<file path="src/rtl/fifo_pkg.sv">
// -----------------------------------------------------------------------------
// fifo_pkg
//   Shared definitions for the character FIFO between the UART engines and the
//   host side.
//   - FIFO_DEF_WIDTH / FIFO_DEF_DEPTH : default word width and entry count
//   - fifo_status_t                   : bundle of the occupancy flags
//   - ptr_w(depth)                    : pointer width for a given depth
// -----------------------------------------------------------------------------
package fifo_pkg;

  localparam int FIFO_DEF_WIDTH = 8;
  localparam int FIFO_DEF_DEPTH = 16;

  typedef struct packed {
    logic full;
    logic empty;
    logic almost_full;
    logic almost_empty;
  } fifo_status_t;

  function automatic int ptr_w(input int depth);
    return $clog2(depth);
  endfunction

endpackage

</file>
<file path="src/rtl/fifo_ptr.sv">
// -----------------------------------------------------------------------------
// fifo_ptr
//   Wrapping pointer register. It counts modulo 2**W, so a power-of-2 depth
//   wraps from DEPTH-1 back to 0 without any compare logic.
//   Ports:
//     clk   in  1  clock, rising edge
//     reset in  1  asynchronous, active-low reset (pointer -> 0)
//     clr   in  1  synchronous clear (pointer -> 0), wins over inc
//     inc   in  1  advance the pointer by one
//     ptr   out W  current pointer value
// -----------------------------------------------------------------------------
module fifo_ptr #(
  parameter int W = 4
) (
  input  logic         clk,
  input  logic         reset,
  input  logic         clr,
  input  logic         inc,
  output logic [W-1:0] ptr
);

  always_ff @(posedge clk or negedge reset) begin
    if (!reset) begin
      ptr <= '0;
    end else if (clr) begin
      ptr <= '0;
    end else if (inc) begin
      ptr <= ptr + W'(1);
    end
  end

endmodule

</file>
<file path="src/rtl/sync_fifo_thresh.sv">
// -----------------------------------------------------------------------------
// sync_fifo_thresh
//   Single-clock first-word-fall-through FIFO with exact occupancy count,
//   almost-full / almost-empty thresholds and a synchronous flush.
//   Optional feature: define FIFO_ERR_FLAGS_EN to build sticky overflow /
//   underflow flags; without it both outputs are constant 0.
//   Ports:
//     clk          in   1              clock, rising edge
//     reset        in   1              asynchronous, active-low reset
//     clear        in   1              synchronous flush, overrides wr_en/rd_en
//     wr_en        in   1              write request
//     din          in   DATA_WIDTH     write data
//     rd_en        in   1              read request, pops the current dout
//     dout         out  DATA_WIDTH     head entry, 0 when empty
//     full         out  1              count == DEPTH
//     empty        out  1              count == 0
//     almost_full  out  1              count >= AF_LEVEL
//     almost_empty out  1              count <= AE_LEVEL
//     count        out  clog2(DEPTH)+1 occupancy 0..DEPTH
//     overflow     out  1              sticky: a write was refused
//     underflow    out  1              sticky: a read was refused
//
//   Handshake: a write is taken at the rising edge when wr_en=1 and the FIFO is
//   not full, or is full but a read is taken in the same cycle; a read is taken
//   when rd_en=1 and the FIFO is not empty. Both decisions use the registered
//   state before the edge. Refused requests leave pointers, count and memory
//   untouched. clear=1 takes neither request.
// -----------------------------------------------------------------------------
module sync_fifo_thresh
  import fifo_pkg::*;
#(
  parameter int DATA_WIDTH = FIFO_DEF_WIDTH,
  parameter int DEPTH      = FIFO_DEF_DEPTH,
  parameter int AF_LEVEL   = 12,
  parameter int AE_LEVEL   = 2
) (
  input  logic                    clk,
  input  logic                    reset,
  input  logic                    clear,
  input  logic                    wr_en,
  input  logic [DATA_WIDTH-1:0]   din,
  input  logic                    rd_en,
  output logic [DATA_WIDTH-1:0]   dout,
  output logic                    full,
  output logic                    empty,
  output logic                    almost_full,
  output logic                    almost_empty,
  output logic [$clog2(DEPTH):0]  count,
  output logic                    overflow,
  output logic                    underflow
);

  localparam int PW = ptr_w(DEPTH);
  localparam int CW = PW + 1;

  logic [DATA_WIDTH-1:0] mem [DEPTH];
  logic [PW-1:0]         wr_ptr;
  logic [PW-1:0]         rd_ptr;
  fifo_status_t          status;
  logic                  wr_ok;
  logic                  rd_ok;
  logic                  wr_acc;
  logic                  rd_acc;

  // Flags decode straight from the registered count, so they are glitch-free
  // relative to the clock and carry no extra latency.
  assign status.full         = (count == CW'(DEPTH));
  assign status.empty        = (count == '0);
  assign status.almost_full  = (count >= CW'(AF_LEVEL));
  assign status.almost_empty = (count <= CW'(AE_LEVEL));

  assign full         = status.full;
  assign empty        = status.empty;
  assign almost_full  = status.almost_full;
  assign almost_empty = status.almost_empty;

  // A write into a full FIFO is fine when the head is popped at the same edge:
  // the freed slot is exactly the one wr_ptr points at.
  assign wr_ok  = wr_en & (~status.full | rd_en);
  assign rd_ok  = rd_en & ~status.empty;
  assign wr_acc = wr_ok & ~clear;
  assign rd_acc = rd_ok & ~clear;

  fifo_ptr #(.W(PW)) u_wr_ptr (
    .clk   (clk),
    .reset (reset),
    .clr   (clear),
    .inc   (wr_acc),
    .ptr   (wr_ptr)
  );

  fifo_ptr #(.W(PW)) u_rd_ptr (
    .clk   (clk),
    .reset (reset),
    .clr   (clear),
    .inc   (rd_acc),
    .ptr   (rd_ptr)
  );

  // Storage is deliberately not reset; empty masks stale contents on dout.
  always_ff @(posedge clk) begin
    if (wr_acc) begin
      mem[wr_ptr] <= din;
    end
  end

  assign dout = status.empty ? '0 : mem[rd_ptr];

  always_ff @(posedge clk or negedge reset) begin
    if (!reset) begin
      count <= '0;
    end else if (clear) begin
      count <= '0;
    end else begin
      case ({wr_acc, rd_acc})
        2'b10:   count <= count + CW'(1);
        2'b01:   count <= count - CW'(1);
        default: count <= count;
      endcase
    end
  end

`ifdef FIFO_ERR_FLAGS_EN
  always_ff @(posedge clk or negedge reset) begin
    if (!reset) begin
      overflow  <= 1'b0;
      underflow <= 1'b0;
    end else if (clear) begin
      overflow  <= 1'b0;
      underflow <= 1'b0;
    end else begin
      if (wr_en & ~wr_ok) overflow  <= 1'b1;
      if (rd_en & ~rd_ok) underflow <= 1'b1;
    end
  end
`else
  assign overflow  = 1'b0;
  assign underflow = 1'b0;
`endif

endmodule

</file>
<file path="config.mk">
export PLATFORM = sky130hd
export DESIGN_NAME = sync_fifo_thresh
export DESIGN_NICKNAME = d
export VERILOG_FILES = /design/src/rtl/fifo_pkg.sv /design/src/rtl/fifo_ptr.sv /design/src/rtl/sync_fifo_thresh.sv
export SDC_FILE = /design/constraint.sdc
export NUM_CORES = 1
export LEC_CHECK = 0
export BUFFER_PORTS_ARGS = -buffer_cell sky130_fd_sc_hd__buf_2
export CAP_MARGIN = 5
export CORE_MARGIN = 4
export CORE_UTILIZATION = 60
export CTS_CLUSTER_DIAMETER = 60
export DETAILED_ROUTE_END_ITERATION = 12
export PLACE_DENSITY_LB_ADDON = 0.3
export SLEW_MARGIN = 20
export SYNTH_ARGS = -nofsm -noshare
export SYNTH_HDL_FRONTEND = slang
export SYNTH_SLANG_ARGS = --single-unit
export TNS_END_PERCENT = 30
</file>
<file path="constraint.sdc">
create_clock -name clk -period 3.5 [get_ports clk]
set_clock_uncertainty 0.1 [all_clocks]
set_input_delay 0.7 -clock clk [delete_from_list [all_inputs] [get_ports clk]]
set_output_delay 0.7 -clock clk [all_outputs]
set_load 0.005 [all_outputs]
</file>
* Yosys cells after proc, flatten, opt, wreduce, memory -nomap -nowiden
Memory sizes are Yosys's and may differ from the RTL's.
Index checks and enable logic that the tools add are counted.
** Operators by class
- Add/sub/neg operators :: 4
- Multipliers :: 0
- Divide/modulo/power cells :: 0
- $lt $le $gt $ge :: 2
- Equality and inequality tests :: 3
- Shifts and indexed selects :: 0
- Muxes and demuxes :: 9
- Bitwise gates (word level) :: 8
- Reduce and logical (&&, ||, !) cells :: 4
** Operators by type and width (count)
- $mux W4 :: 4
- $pmux W5 S2 :: 1
- $add A4 B1 Y4 const B :: 2
- $mux W8 :: 1
- $add A5 B1 Y5 const B :: 1
- $eq A5 B5 Y1 const B :: 1
- $ge A5 B4 Y1 const B :: 1
- $le A5 B2 Y1 const B :: 1
- $logic_not A5 Y1 :: 1
- $mux W5 :: 1
- $sub A5 B1 Y5 const B :: 1
- $and A1 B1 Y1 :: 4
- $reduce_bool A2 Y1 :: 2
- $not A1 Y1 :: 3
- $reduce_bool A3 Y1 :: 1
- $eq A2 B1 Y1 const B :: 1
- $eq A2 B2 Y1 const B :: 1
- $mux W1 :: 2
- $or A1 B1 Y1 :: 1
** Storage, ports and cells
- Bits in registers :: 13
- Bits in latches :: 0
- RAM bits :: 128
- ROM bits :: 0
- Bits of input ports :: 13
- Output and inout bits :: 19
- Logic and storage cells :: 34
- Memories :: 1
** Memories
- mem :: depth 16, width 8, read ports 1, clocked after Yosys merged registers in 0, wr ports 1, RTL line sync_fifo_thresh.sv:56 : logic [DATA_WIDTH-1:0] mem [DEPTH];

* Longest topological paths before layout
- Word-level depth :: 8
- Mapped depth :: 11
- Mapped depth without buffers :: 9

* Modules after synthesis
Synthesis repeated with hierarchy kept, for this count alone.
** Second synthesis, totals
- Cells, all modules :: 321
- Area total of the unflattened synthesis :: 5915.7 sq um
** By module, submodules not included
- sync_fifo_thresh :: times used 1, cells an instance 289, area each 5530.3 sq um, sequential area each 3968.8 sq um
- fifo_ptr :: times used 2, cells an instance 16, area each 192.7 sq um, sequential area each 100.1 sq um

* Worst setup path after synthesis
Ideal clock, no wire load.
- Path kind :: input -> register
- Start :: input clear
- End :: register count[4]
- Library setup time :: 128 ps
- Arrival :: 2563 ps
- Required time :: 3272 ps
- Setup slack :: 710 ps
- Stages :: 9
- Path buffers :: 0
- Cell sequence :: nor3b_1 > o21ai_2 > xnor2_1 > ha_1 > or2_2 > a21oi_1 > and4_4 > a31oi_1 > mux2_1
** On the way
- Cells in the longest elaborated chain, start to end :: 5
- Elaborated cells between the ends (all ways) :: 8
- Classes of those cells :: eq/ne: 2; mux: 2; bitwise: 3; reduce/logical: 1
** RTL lines
- start: declaration :: RTL line sync_fifo_thresh.sv:39 : input logic clear,
- $not A1 Y1 :: RTL line sync_fifo_thresh.sv:81, sync_fifo_thresh.sv:82
- $and A1 B1 Y1, on equally long branches :: RTL line sync_fifo_thresh.sv:82, sync_fifo_thresh.sv:81
- $eq A2 B1 Y1 / $eq A2 B2 Y1 (equally long branches) :: RTL line sync_fifo_thresh.sv:115 : case ({wr_acc, rd_acc})
- $pmux W5 S2 :: RTL line sync_fifo_thresh.sv:115
- $mux W5 :: RTL line sync_fifo_thresh.sv:112 : end else if (clear) begin
- end signal: assignment :: RTL line sync_fifo_thresh.sv:116 : 2'b10: count <= count + CW'(1);
- end signal: assignment :: RTL line sync_fifo_thresh.sv:117 : 2'b01: count <= count - CW'(1);
- end signal: assignment :: RTL line sync_fifo_thresh.sv:118 : default: count <= count;
- end: declaration :: RTL line sync_fifo_thresh.sv:48 : output logic [$clog2(DEPTH):0] count,
Several ways; a longest one is shown, not always the timed one.
A chain may end at the register's enable or synchronous reset.

* Final worst setup path
- Start :: register u_rd_ptr.ptr[0]
- End :: output dout[6]
** On the way
- Cells in the longest elaborated chain, start to end :: 2
** RTL lines
- start: declaration :: RTL line fifo_ptr.sv:19 : output logic [W-1:0] ptr
- start signal: assignment :: RTL line fifo_ptr.sv:28 : ptr <= ptr + W'(1);
- $mem_v2 Z16 W8
- $mux W8 :: RTL line sync_fifo_thresh.sv:107 : assign dout = status.empty ? '0 : mem[rd_ptr];
- end: declaration :: RTL line sync_fifo_thresh.sv:43 : output logic [DATA_WIDTH-1:0] dout,
Every way passes these cells.

==> run metrics <==
status=complete, no violations; vias in the first global route=between 3,000 and 4,000; post-synthesis register bit count=141; pre-CTS WS=between 500 and 600 ps; post-synth top area share=0.651; layout cells sized above 1=0.360; maximum root-to-sink buffer count=2; placer congestion estimate=roughly 0.84; Die Height=107 um; first-pass GRT wire length=19.8 mm; drt wl/cell=around 25 um; synthesized area=about 5900 um2; Fillers=549; Crit. Startpoint=u_rd_ptr.ptr[0]; register area=4170 um2; HP Class=input port to flip-flop; Leak=roughly 2.4 nW; die area=approximately 11,000 um2; max cap viols=0; unrepaired setup endpoints after global routing=no; asr flop ratio synth=0.0922; min cycle time layout=between 3000 and 4000 ps; Syn Area/Cell=18.7 um2; worst reg2reg setup slack=around 540 ps; Reg clk slew, reported paths=60 ps; grt ovf=0; CP Launch Type=flip-flop; crit share post-route=0.960; DP Wirelength=between 7 and 8 mm; final WL=13.0 mm; Sink Count=roughly 140; largest net degree at the start of global routing=36; library cells used by synthesis=just over 40; Critical Path End Type=output pin; core outline area=9420 um2; CTS root buf=clkbuf_8; setup_tns=0 ps; delay-heaviest family, CP=multiplexers; row count=35; clock latency on the worst-skew pair=520 ps; cts bufs inserted=17; Worst Tran Pin Value=between 600 and 700 ps; fin nets=399; Worst R2R End=count[4]; ANT nets after route=0; slew margin rel.=0.547; WS Path Type=flip-flop to output pin; IO Pins=32; Worst Path Buf+Inv=2; DRT Pass-1 Iters=6; slowest cell on the critical path=mux4_2; die span in x=107 um; Port Buffers=29; Starting Density=0.627; fmax=298 MHz; Power Density=702 nW/um2; area leader, netlist=edfxtp_1; Post-Syn Instances=315; First DRT Iteration DRCs=~350; yosys warns=0; R2R cell count=9; Setup crit end=dout[6]; Area contributors post-synth=edfxtp_1 (65%), mux4_2 (15%), dfrtp_1 (5.5%), nor2_1 (2.0%), ha_1 (1.5%); CP dominant cell by count=mux4_2; slack of the critical path=140 ps; arrival time worst endpoint=2560 ps; Fin. Hold Viols=0; critical path data required time=2700 ps; Post-synth EDFFs=128; CP Max Fanout=10; htree depth=4; initial antenna violation count=2; Levels on crit path=5; CP max stage delay=550 ps; via count=roughly 3,200; ys flop type=edfxtp_1; multi-input logic area=~1600 um2; CTS tree=yes; final setup fails=0; Slew Viols, Final=0; CP cell instances=buf_12 -> mux4_2 -> mux4_2 -> and2_1 -> buf_2; # DRC=0; RR Startpoint=count[1]; worst vdd ir=0.511 mV; vias per inst=between 6 and 7; Area Overhead vs Synth=17.8%; sequential cell area fraction in the yosys report=0.706; gr usage total=0.247
==> Yosys cell counts (all sizes together), types with 2 or more instances <==
cell type,count
nor3b,2
clkbuf,7
edfxtp,128
nand2,11
xnor2,2
ha,7
nor2b,2
o21ai,4
a21oi,7
nor2,32
dfrtp,13
nand3,3
buf,11
xor2,6
and2,8
nand2b,3
inv,7
o211ai,2
mux4,40
mux2,2
mux2i,4
or3,2
==> cell usage in the layout, fill, tap and decap left out, types with 3 or more instances in the layout <==
master / instances
nand3_1: 3
inv_6: 4
mux4_2: 40
a21oi_1: 7
ha_1: 7
xor2_1: 6
o21ai_0: 3
clkbuf_16: 16
and2_1: 8
dfrtp_1: 12
nand2_1: 10
buf_2: 29
mux2i_1: 4
nor2_1: 32
inv_1: 7
edfxtp_1: 128
clkinvlp_4: 5
buf_4: 30
==> tightest hold or removal path: cells and delay by family <==
kind,cells,cell delay (ps)
AO/OA/AOI/OAI,1,50
AND/OR/NAND/NOR,1,90
buffers and inverters,1,160
==> report_power, final <==
group          switching (W)  internal (W)
clock               0.000717       0.00102
sequential         0.0000858       0.00189
combinational       0.000531      0.000636
==> worst min-delay path by stage <==
stage / startpoint / end / slack, ps / cells past startpoint
final: rd_en / u_rd_ptr.ptr[1] / 440 / 3
after global routing: din[4] / mem[15][4] / 440 / 1
after CTS: rd_en / u_rd_ptr.ptr[1] / 400 / 3
after detailed placement: u_wr_ptr.ptr[3] / u_wr_ptr.ptr[3] / 510 / 2
after global placement: count[3] / count[3] / 490 / 2
after floorplan: reset / count[0] / 300 / 0
==> repair_timing <==
action,in CTS,in global routing
buffers inserted,0,6
hold endpoints to repair,13,0
pin swaps,0,0
hold buffers,1,0
setup endpoints to repair,7,4
gates resized for setup,1,0
cloned,0,0
==> cell type report <==
| type | instances | area share |
|---|---|---|
| flip-flops and latches | 141 | 0.600 |
| multi-input cells | 150 | 0.229 |
| repair buffers | 62 | 0.0604 |
| clock buffers | 17 | 0.0595 |
| clock inverters | 15 | 0.0234 |
| well taps | 129 | 0.0232 |
| inverters | 7 | 0.00378 |
| diodes | 1 | 0.000360 |
==> state kept, by name, indices dropped and copies added (netlist names) <==
| name | flops |
|---|---|
| u_rd_ptr.ptr | 4 |
| count | 5 |
| mem | 128 |
| u_wr_ptr.ptr | 4 |
==> logic make-up (layout without fill, tap and decap cells) <==
group,count (synthesis),after routing,share of synthesized area
adder cells (fa/ha/maj),7,7,0.0148
buffers and inverters,25,101,0.0240
flip-flops,141,141,0.706
AND/OR/NAND/NOR,68,68,0.0589
XOR/XNOR,8,8,0.0119
multiplexers,46,46,0.163
AO/OA/AOI/OAI,19,19,0.0203
other,1,3,0.000635
==> metrics by stage <==
step           total power (W)  cell area [um2]  std cells  utilization  hold WS [ps]
2_1_floorplan          0.00279             5910        316            -           304
3_3_place_gp           0.00308             6320        482        0.671           488
3_5_place_dp           0.00311             6320        482        0.671           512
4_1_cts                0.00486             6910        515        0.734           402
5_1_grt                0.00509             6960        522        0.739           439
6_report               0.00488             6960        522        0.739           439
==> per-layer routing <==
metal	wire length [um]	share of wire	GRT usage
met1	5030	0.39	0.328
met2	6780	0.52	0.408
met3	1050	0.081	0.0692
met4	97	0.0075	0.0676
met5	13	0.0010	0
No activity file was read; power rests on OpenSTA's default activity.
